`src/rtl/vga_pkg.sv`:
```
// Shared 640x480@60 raster timing constants and position helpers.
// Used by vga_timing_gen and by vga_bitchange for its visible-area bounds.
package vga_pkg;

    localparam int CLK_DIV     = 4;
    localparam int H_TOTAL     = 800;
    localparam int H_SYNC      = 96;
    localparam int H_VIS_START = 144;
    localparam int H_VIS_END   = 784;
    localparam int V_TOTAL     = 525;
    localparam int V_SYNC      = 2;
    localparam int V_VIS_START = 35;
    localparam int V_VIS_END   = 515;

    localparam int CNT_W = 10;

    typedef logic [CNT_W-1:0] cnt_t;

    typedef struct packed {
        cnt_t h;
        cnt_t v;
    } raster_pos_t;

    // Half-open span test: lo <= x < hi.
    function automatic logic in_span(cnt_t x, int lo, int hi);
        return (x >= cnt_t'(lo)) && (x < cnt_t'(hi));
    endfunction

endpackage

```
`src/rtl/pix_clk_en.sv`:
```
// Pixel-rate enable: one-clk pix_en pulse every CLK_DIV clocks, registered.
// Latency: first pulse in the 4th clk after reset release; no backpressure (free-running).
module pix_clk_en #(
    parameter int CLK_DIV = vga_pkg::CLK_DIV
) (
    input  logic clk,
    input  logic reset_n,
    output logic pix_en
);

    localparam int DIV_W = (CLK_DIV > 1) ? $clog2(CLK_DIV) : 1;

    logic [DIV_W-1:0] div;
    logic [DIV_W-1:0] div_nxt;

    always_comb begin
        div_nxt = (div == DIV_W'(CLK_DIV - 1)) ? '0 : div + 1'b1;
    end

    // pix_en is decoded from the next divider value so it is high exactly while div == CLK_DIV-1.
    always_ff @(posedge clk) begin
        if (!reset_n) begin
            div    <= '0;
            pix_en <= 1'b0;
        end else begin
            div    <= div_nxt;
            pix_en <= (div_nxt == DIV_W'(CLK_DIV - 1));
        end
    end

endmodule

```
`src/rtl/vga_timing_gen.sv`:
```
// VGA raster timing source: counters, syncs, bright and line/frame start pulses, all registered.
// Latency: every output coherent with hCount/vCount in the same clk; no backpressure (free-running).
module vga_timing_gen #(
    parameter int CLK_DIV     = vga_pkg::CLK_DIV,
    parameter int H_TOTAL     = vga_pkg::H_TOTAL,
    parameter int H_SYNC      = vga_pkg::H_SYNC,
    parameter int H_VIS_START = vga_pkg::H_VIS_START,
    parameter int H_VIS_END   = vga_pkg::H_VIS_END,
    parameter int V_TOTAL     = vga_pkg::V_TOTAL,
    parameter int V_SYNC      = vga_pkg::V_SYNC,
    parameter int V_VIS_START = vga_pkg::V_VIS_START,
    parameter int V_VIS_END   = vga_pkg::V_VIS_END
) (
    input  logic       clk,
    input  logic       reset_n,
    output logic       pix_en,
    output logic [9:0] hCount,
    output logic [9:0] vCount,
    output logic       hSync,
    output logic       vSync,
    output logic       bright,
    output logic       line_start,
    output logic       frame_start
);

    import vga_pkg::*;

    raster_pos_t pos_q;
    raster_pos_t pos_nxt;
    logic        wrap_h;
    logic        wrap_v;

    pix_clk_en #(
        .CLK_DIV (CLK_DIV)
    ) u_pix_clk_en (
        .clk     (clk),
        .reset_n (reset_n),
        .pix_en  (pix_en)
    );

    always_comb begin
        wrap_h  = (pos_q.h == cnt_t'(H_TOTAL - 1));
        wrap_v  = (pos_q.v == cnt_t'(V_TOTAL - 1));
        pos_nxt = pos_q;
        if (pix_en) begin
            if (wrap_h) begin
                pos_nxt.h = '0;
                pos_nxt.v = wrap_v ? '0 : pos_q.v + cnt_t'(1);
            end else begin
                pos_nxt.h = pos_q.h + cnt_t'(1);
            end
        end
    end

    // Decode from pos_nxt so syncs/bright land in the same clk as the counters they describe.
    always_ff @(posedge clk) begin
        if (!reset_n) begin
            pos_q       <= '0;
            hSync       <= 1'b0;
            vSync       <= 1'b0;
            bright      <= 1'b0;
            line_start  <= 1'b0;
            frame_start <= 1'b0;
        end else begin
            pos_q       <= pos_nxt;
            hSync       <= (pos_nxt.h >= cnt_t'(H_SYNC));
            vSync       <= (pos_nxt.v >= cnt_t'(V_SYNC));
            bright      <= in_span(pos_nxt.h, H_VIS_START, H_VIS_END) &&
                           in_span(pos_nxt.v, V_VIS_START, V_VIS_END);
            line_start  <= pix_en && wrap_h;
            frame_start <= pix_en && wrap_h && wrap_v;
        end
    end

    assign hCount = pos_q.h;
    assign vCount = pos_q.v;

endmodule

```
`config.mk`:
```
export PLATFORM = sky130hd
export DESIGN_NAME = vga_timing_gen
export DESIGN_NICKNAME = d
export VERILOG_FILES = /design/src/rtl/vga_pkg.sv /design/src/rtl/pix_clk_en.sv /design/src/rtl/vga_timing_gen.sv
export SDC_FILE = /design/constraint.sdc
export NUM_CORES = 1
export LEC_CHECK = 0
export ABC_AREA = 1
export ABC_CLOCK_PERIOD_IN_PS = 1700
export CAP_MARGIN = 0
export CORE_ASPECT_RATIO = 1.1
export CORE_MARGIN = 2
export CORE_UTILIZATION = 47
export DETAILED_ROUTE_END_ITERATION = 10
export PLACE_DENSITY = 0.79
export SYNTH_ARGS = -nofsm -noshare
export SYNTH_HDL_FRONTEND = slang
export SYNTH_HIERARCHICAL = 1
export SYNTH_SLANG_ARGS = --single-unit
```
`constraint.sdc`:
```
create_clock -name clk -period 1.7 [get_ports clk]
set_input_delay 0.34 -clock clk [delete_from_list [all_inputs] [get_ports clk]]
set_output_delay 0.34 -clock clk [all_outputs]
set_load 0.1 [all_outputs]
```
==> metrics.json <==
{
  "outcome": {"value": "finished, violations left"},
  "violations": {"value": "setup timing"},
  "cts-htree-levels": {"value": 1},
  "hold_viol_final": {"value": 0},
  "detail-route-antenna-nets": {"value": 0},
  "clkSlewWorstSetupHoldPaths": {"value": 0.16, "unit": "ns"},
  "synth_simple_gate_area_share": {"value": 45.6, "unit": "%"},
  "total_power": {"value": 1.19, "unit": "mW"},
  "setup_ws": {"value": -0.0708, "unit": "ns"},
  "crit_path_end_kind": {"value": "flop"},
  "design.final.nets": {"value": 316},
  "vdd_drop_max": {"value": 0.445, "unit": "mV"},
  "layout_worst_path_cycle_share": {"value": 104, "unit": "%"},
  "first_iter_violations": {"value": 122},
  "main_combinational_cell_family_by_area_after_synthesis": {"value": "simple AND/OR/NAND/NOR gates"},
  "clk_latency": {"value": 0.34, "unit": "ns"},
  "die_width": {"value": 60.5, "unit": "um"},
  "synth.lib_cells_used.distinct": {"value": 26},
  "drv_cap": {"value": 0},
  "design.portCount": {"value": 28},
  "layout-drive-gt1-share": {"value": 40.6, "unit": "%"},
  "tritoncts": {"value": "built"},
  "firstDrtPassIters": {"value": 4},
  "synth_sequential_area_ratio": {"value": 34.0, "unit": "%"},
  "max-slew-margin-rel": {"value": 74.6, "unit": "%"},
  "portBuffers": {"value": 27},
  "global_placement_routability_congestion": {"value": 0.899},
  "die_area": {"value": 4000, "unit": "um^2"},
  "worst_setup_path_start_kind": {"value": "flop"},
  "detailedPlacementHpwl": {"value": 3140, "unit": "um"},
  "data_arrival_time_at_the_worst_slack_endpoint": {"value": 2.07, "unit": "ns"},
  "setup-violations-final": {"value": 2},
  "syn-num-nets": {"value": 263},
  "grt_first_pass_wirelength": {"value": 7290, "unit": "um"},
  "place.detailed.instances": {"value": 341},
  "cts-buffers-inserted": {"value": 3},
  "worstSetupPathType": {"value": "reg2reg"},
  "clock-root-buffer": {"value": "sky130_fd_sc_hd__clkbuf_4"},
  "finalHoldWorstSlack": {"value": 0.461, "unit": "ns"},
  "synth_compound_gate_area_share": {"value": 5.00, "unit": "%"},
  "stdcell_count": {"value": 356},
  "grt.total_usage": {"value": 24.0, "unit": "%"},
  "worst_pin_slew": {"value": 0.377, "unit": "ns"},
  "tns": {"value": -0.111, "unit": "ns"},
  "yosysWarningCount": {"value": 6},
  "timing.clock.skew": {"value": 0.00791, "unit": "ns"},
  "min_path_type": {"value": "reg2reg"},
  "core-area": {"value": 3360, "unit": "um^2"},
  "wl": {"value": 4950, "unit": "um"},
  "die_y": {"value": 66.2, "unit": "um"},
  "antenna_cells": {"value": 0},
  "post_synth_inst_count": {"value": 256},
  "rsz0062_at_grt": {"value": "true"},
  "syn-mean-instance-area": {"value": 6.45, "unit": "um^2"},
  "synth_mux_area_share": {"value": 0, "unit": "%"},
  "power_leakage": {"value": 1.25, "unit": "nW"},
  "commonest_non_fill_non_tap_cells_in_the_layout": {"value": "sky130_fd_sc_hd__nand2_1, sky130_fd_sc_hd__inv_1, sky130_fd_sc_hd__nor2_1"},
  "synth_fa_ha_area_share": {"value": 3.79, "unit": "%"},
  "yosys.area_share.xor_xnor": {"value": 1.06, "unit": "%"},
  "routed-via-count": {"value": 1848},
  "timing.critical_path.fanout_max": {"value": 6},
  "residual_drc": {"value": 0},
  "antenna_found_initial": {"value": 0},
  "detail_route.vias_per_cell": {"value": 5.19},
  "wl_per_cell": {"value": 13.9, "unit": "um"},
  "grt_pass1_vias": {"value": 1696},
  "timing.critical_path.required": {"value": 2.00, "unit": "ns"},
  "power.density_cell_area": {"value": 443, "unit": "nW/um^2"},
  "post_synth_instance_area": {"value": 1650, "unit": "um^2"},
  "layout.cells.most_common": {"value": "sky130_fd_sc_hd__nand2_1"},
  "number_of_slew_limit_violations_in_the_final_report": {"value": 0},
  "post-route-min-period": {"value": 1.77, "unit": "ns"},
  "initial_utilization": {"value": 49.1, "unit": "%"},
  "maximum_number_of_pins_on_one_net_before_global_route_repair": {"value": 17},
  "synth-seq-cells": {"value": 28},
  "cts_max_path_buffers": {"value": 2},
  "rows": {"value": 22},
  "fmax": {"value": 565, "unit": "MHz"},
  "grt.overflow.total": {"value": 0},
  "area_growth_syn_to_layout": {"value": 63.1, "unit": "%"},
  "ctsHoldBuffers": {"value": 0},
  "clkSinkCount": {"value": 28}
}
[critical path, cell delays in order (launching register included)]
cell	delay (ns)
sky130_fd_sc_hd__dfxtp_4	0.39
sky130_fd_sc_hd__ha_4	0.14
sky130_fd_sc_hd__nand2_4	0.05
sky130_fd_sc_hd__nor2_4	0.19
sky130_fd_sc_hd__inv_4	0.07
sky130_fd_sc_hd__nor2_8	0.13
sky130_fd_sc_hd__buf_6	0.15
sky130_fd_sc_hd__nand3_4	0.07
sky130_fd_sc_hd__nand2_2	0.09
sky130_fd_sc_hd__nand2_2	0.06
sky130_fd_sc_hd__nand4_1	0.09
sky130_fd_sc_hd__nand2_1	0.06
sky130_fd_sc_hd__nand2_1	0.08
sky130_fd_sc_hd__nand2_1	0.06
sky130_fd_sc_hd__nor2_1	0.09
[synthesized netlist by cell type]
cell type	instances	area share (%)
sky130_fd_sc_hd__inv_2	2	0.46
sky130_fd_sc_hd__nand3_1	25	7.6
sky130_fd_sc_hd__nand2_2	3	1.1
sky130_fd_sc_hd__o21ai_1	1	0.30
sky130_fd_sc_hd__nor2_2	4	1.5
sky130_fd_sc_hd__nand4_1	9	3.4
sky130_fd_sc_hd__nor2_1	38	8.6
sky130_fd_sc_hd__nand2_1	68	15
sky130_fd_sc_hd__clkbuf_1	2	0.46
sky130_fd_sc_hd__buf_6	1	0.68
sky130_fd_sc_hd__nor2_4	3	2.0
sky130_fd_sc_hd__dfxtp_1	28	34
sky130_fd_sc_hd__nand3_2	2	1.2
sky130_fd_sc_hd__nor2_8	1	1.2
sky130_fd_sc_hd__nand3b_1	1	0.46
sky130_fd_sc_hd__nor3_1	6	1.8
sky130_fd_sc_hd__inv_4	1	0.38
sky130_fd_sc_hd__inv_1	38	8.6
sky130_fd_sc_hd__or2_2	1	0.38
sky130_fd_sc_hd__o21bai_1	2	0.91
sky130_fd_sc_hd__ha_1	5	3.8
sky130_fd_sc_hd__a21oi_1	6	1.8
sky130_fd_sc_hd__o21ai_0	5	1.5
sky130_fd_sc_hd__nand2_4	1	0.68
sky130_fd_sc_hd__xor2_1	2	1.1
sky130_fd_sc_hd__a211oi_1	1	0.46
[worst paths after layout]
check,startpoint,end,slack (ns),cells after the start
worst min-delay path,u_pix_clk_en/div[0]$_SDFF_PN0_,u_pix_clk_en/div[0]$_SDFF_PN0_,0.46,1
worst max register to register,hCount[0]$_SDFF_PN0_,bright$_SDFF_PN0_,-0.07,14
worst min register to register,u_pix_clk_en/div[0]$_SDFF_PN0_,u_pix_clk_en/div[0]$_SDFF_PN0_,0.46,1
worst max-delay path,hCount[0]$_SDFF_PN0_,bright$_SDFF_PN0_,-0.07,14
[registers in the layout, indices dropped and copies added (netlist names)]
name	flops
u_pix_clk_en/div	2
frame_start	1
u_pix_clk_en/pix_en	1
line_start	1
bright	1
hSync	1
vSync	1
vCount	10
hCount	10
[cells by family (layout without fill, tap and decap cells)]
logic type / Yosys count / after routing
buffers and inverters: 44 / 96
AO/OA/AOI/OAI: 15 / 15
AND/OR/NAND/NOR: 162 / 162
XOR/XNOR: 2 / 2
adder cells (fa/ha/maj): 5 / 5
flip-flops: 28 / 28
[stage by stage]
step           setup WS, ns  area [um^2]  utilization (%)
6_report            -0.0708         2690             80.1
5_1_grt              -0.228         2690             80.1
4_1_cts            0.000713         2500             74.6
3_5_place_dp        -0.0334         2410             71.6
3_3_place_gp       -0.00581         2410             71.6
2_1_floorplan       -0.0834         1740                -
[final cells by class]
cell class,instances,area (um^2)
multi-input cells,184,1080
repair buffers,51,716
fillers,215,667
flip-flops and latches,28,624
inverters,41,156
well taps,48,60.1
clock inverters,1,30.0
clock buffers,3,22.5
[where the power goes]
| group | switching, mW | internal (mW) | leakage (nW) |
|---|---|---|---|
| clock network | 0.206 | 0.239 | 0.0279 |
| registers | 0.0113 | 0.644 | 0.241 |
| logic | 0.0579 | 0.0337 | 0.980 |
[routing by layer]
layer  global-route usage, %  routed length (um)
met3                    3.33                 243
met5                       0                   0
met4                    9.24                 140
met1                    29.4                1960
met2                    41.8                2600
[what timing repair did]
| action | 4_1_cts | 5_1_grt |
|---|---|---|
| gates resized for setup | 6 | 37 |
| setup buffers | 3 | 8 |
| setup endpoints to repair | 1 | 3 |
| pin swaps | 5 | 18 |
Note: power is estimated with default switching activity, not from simulation.
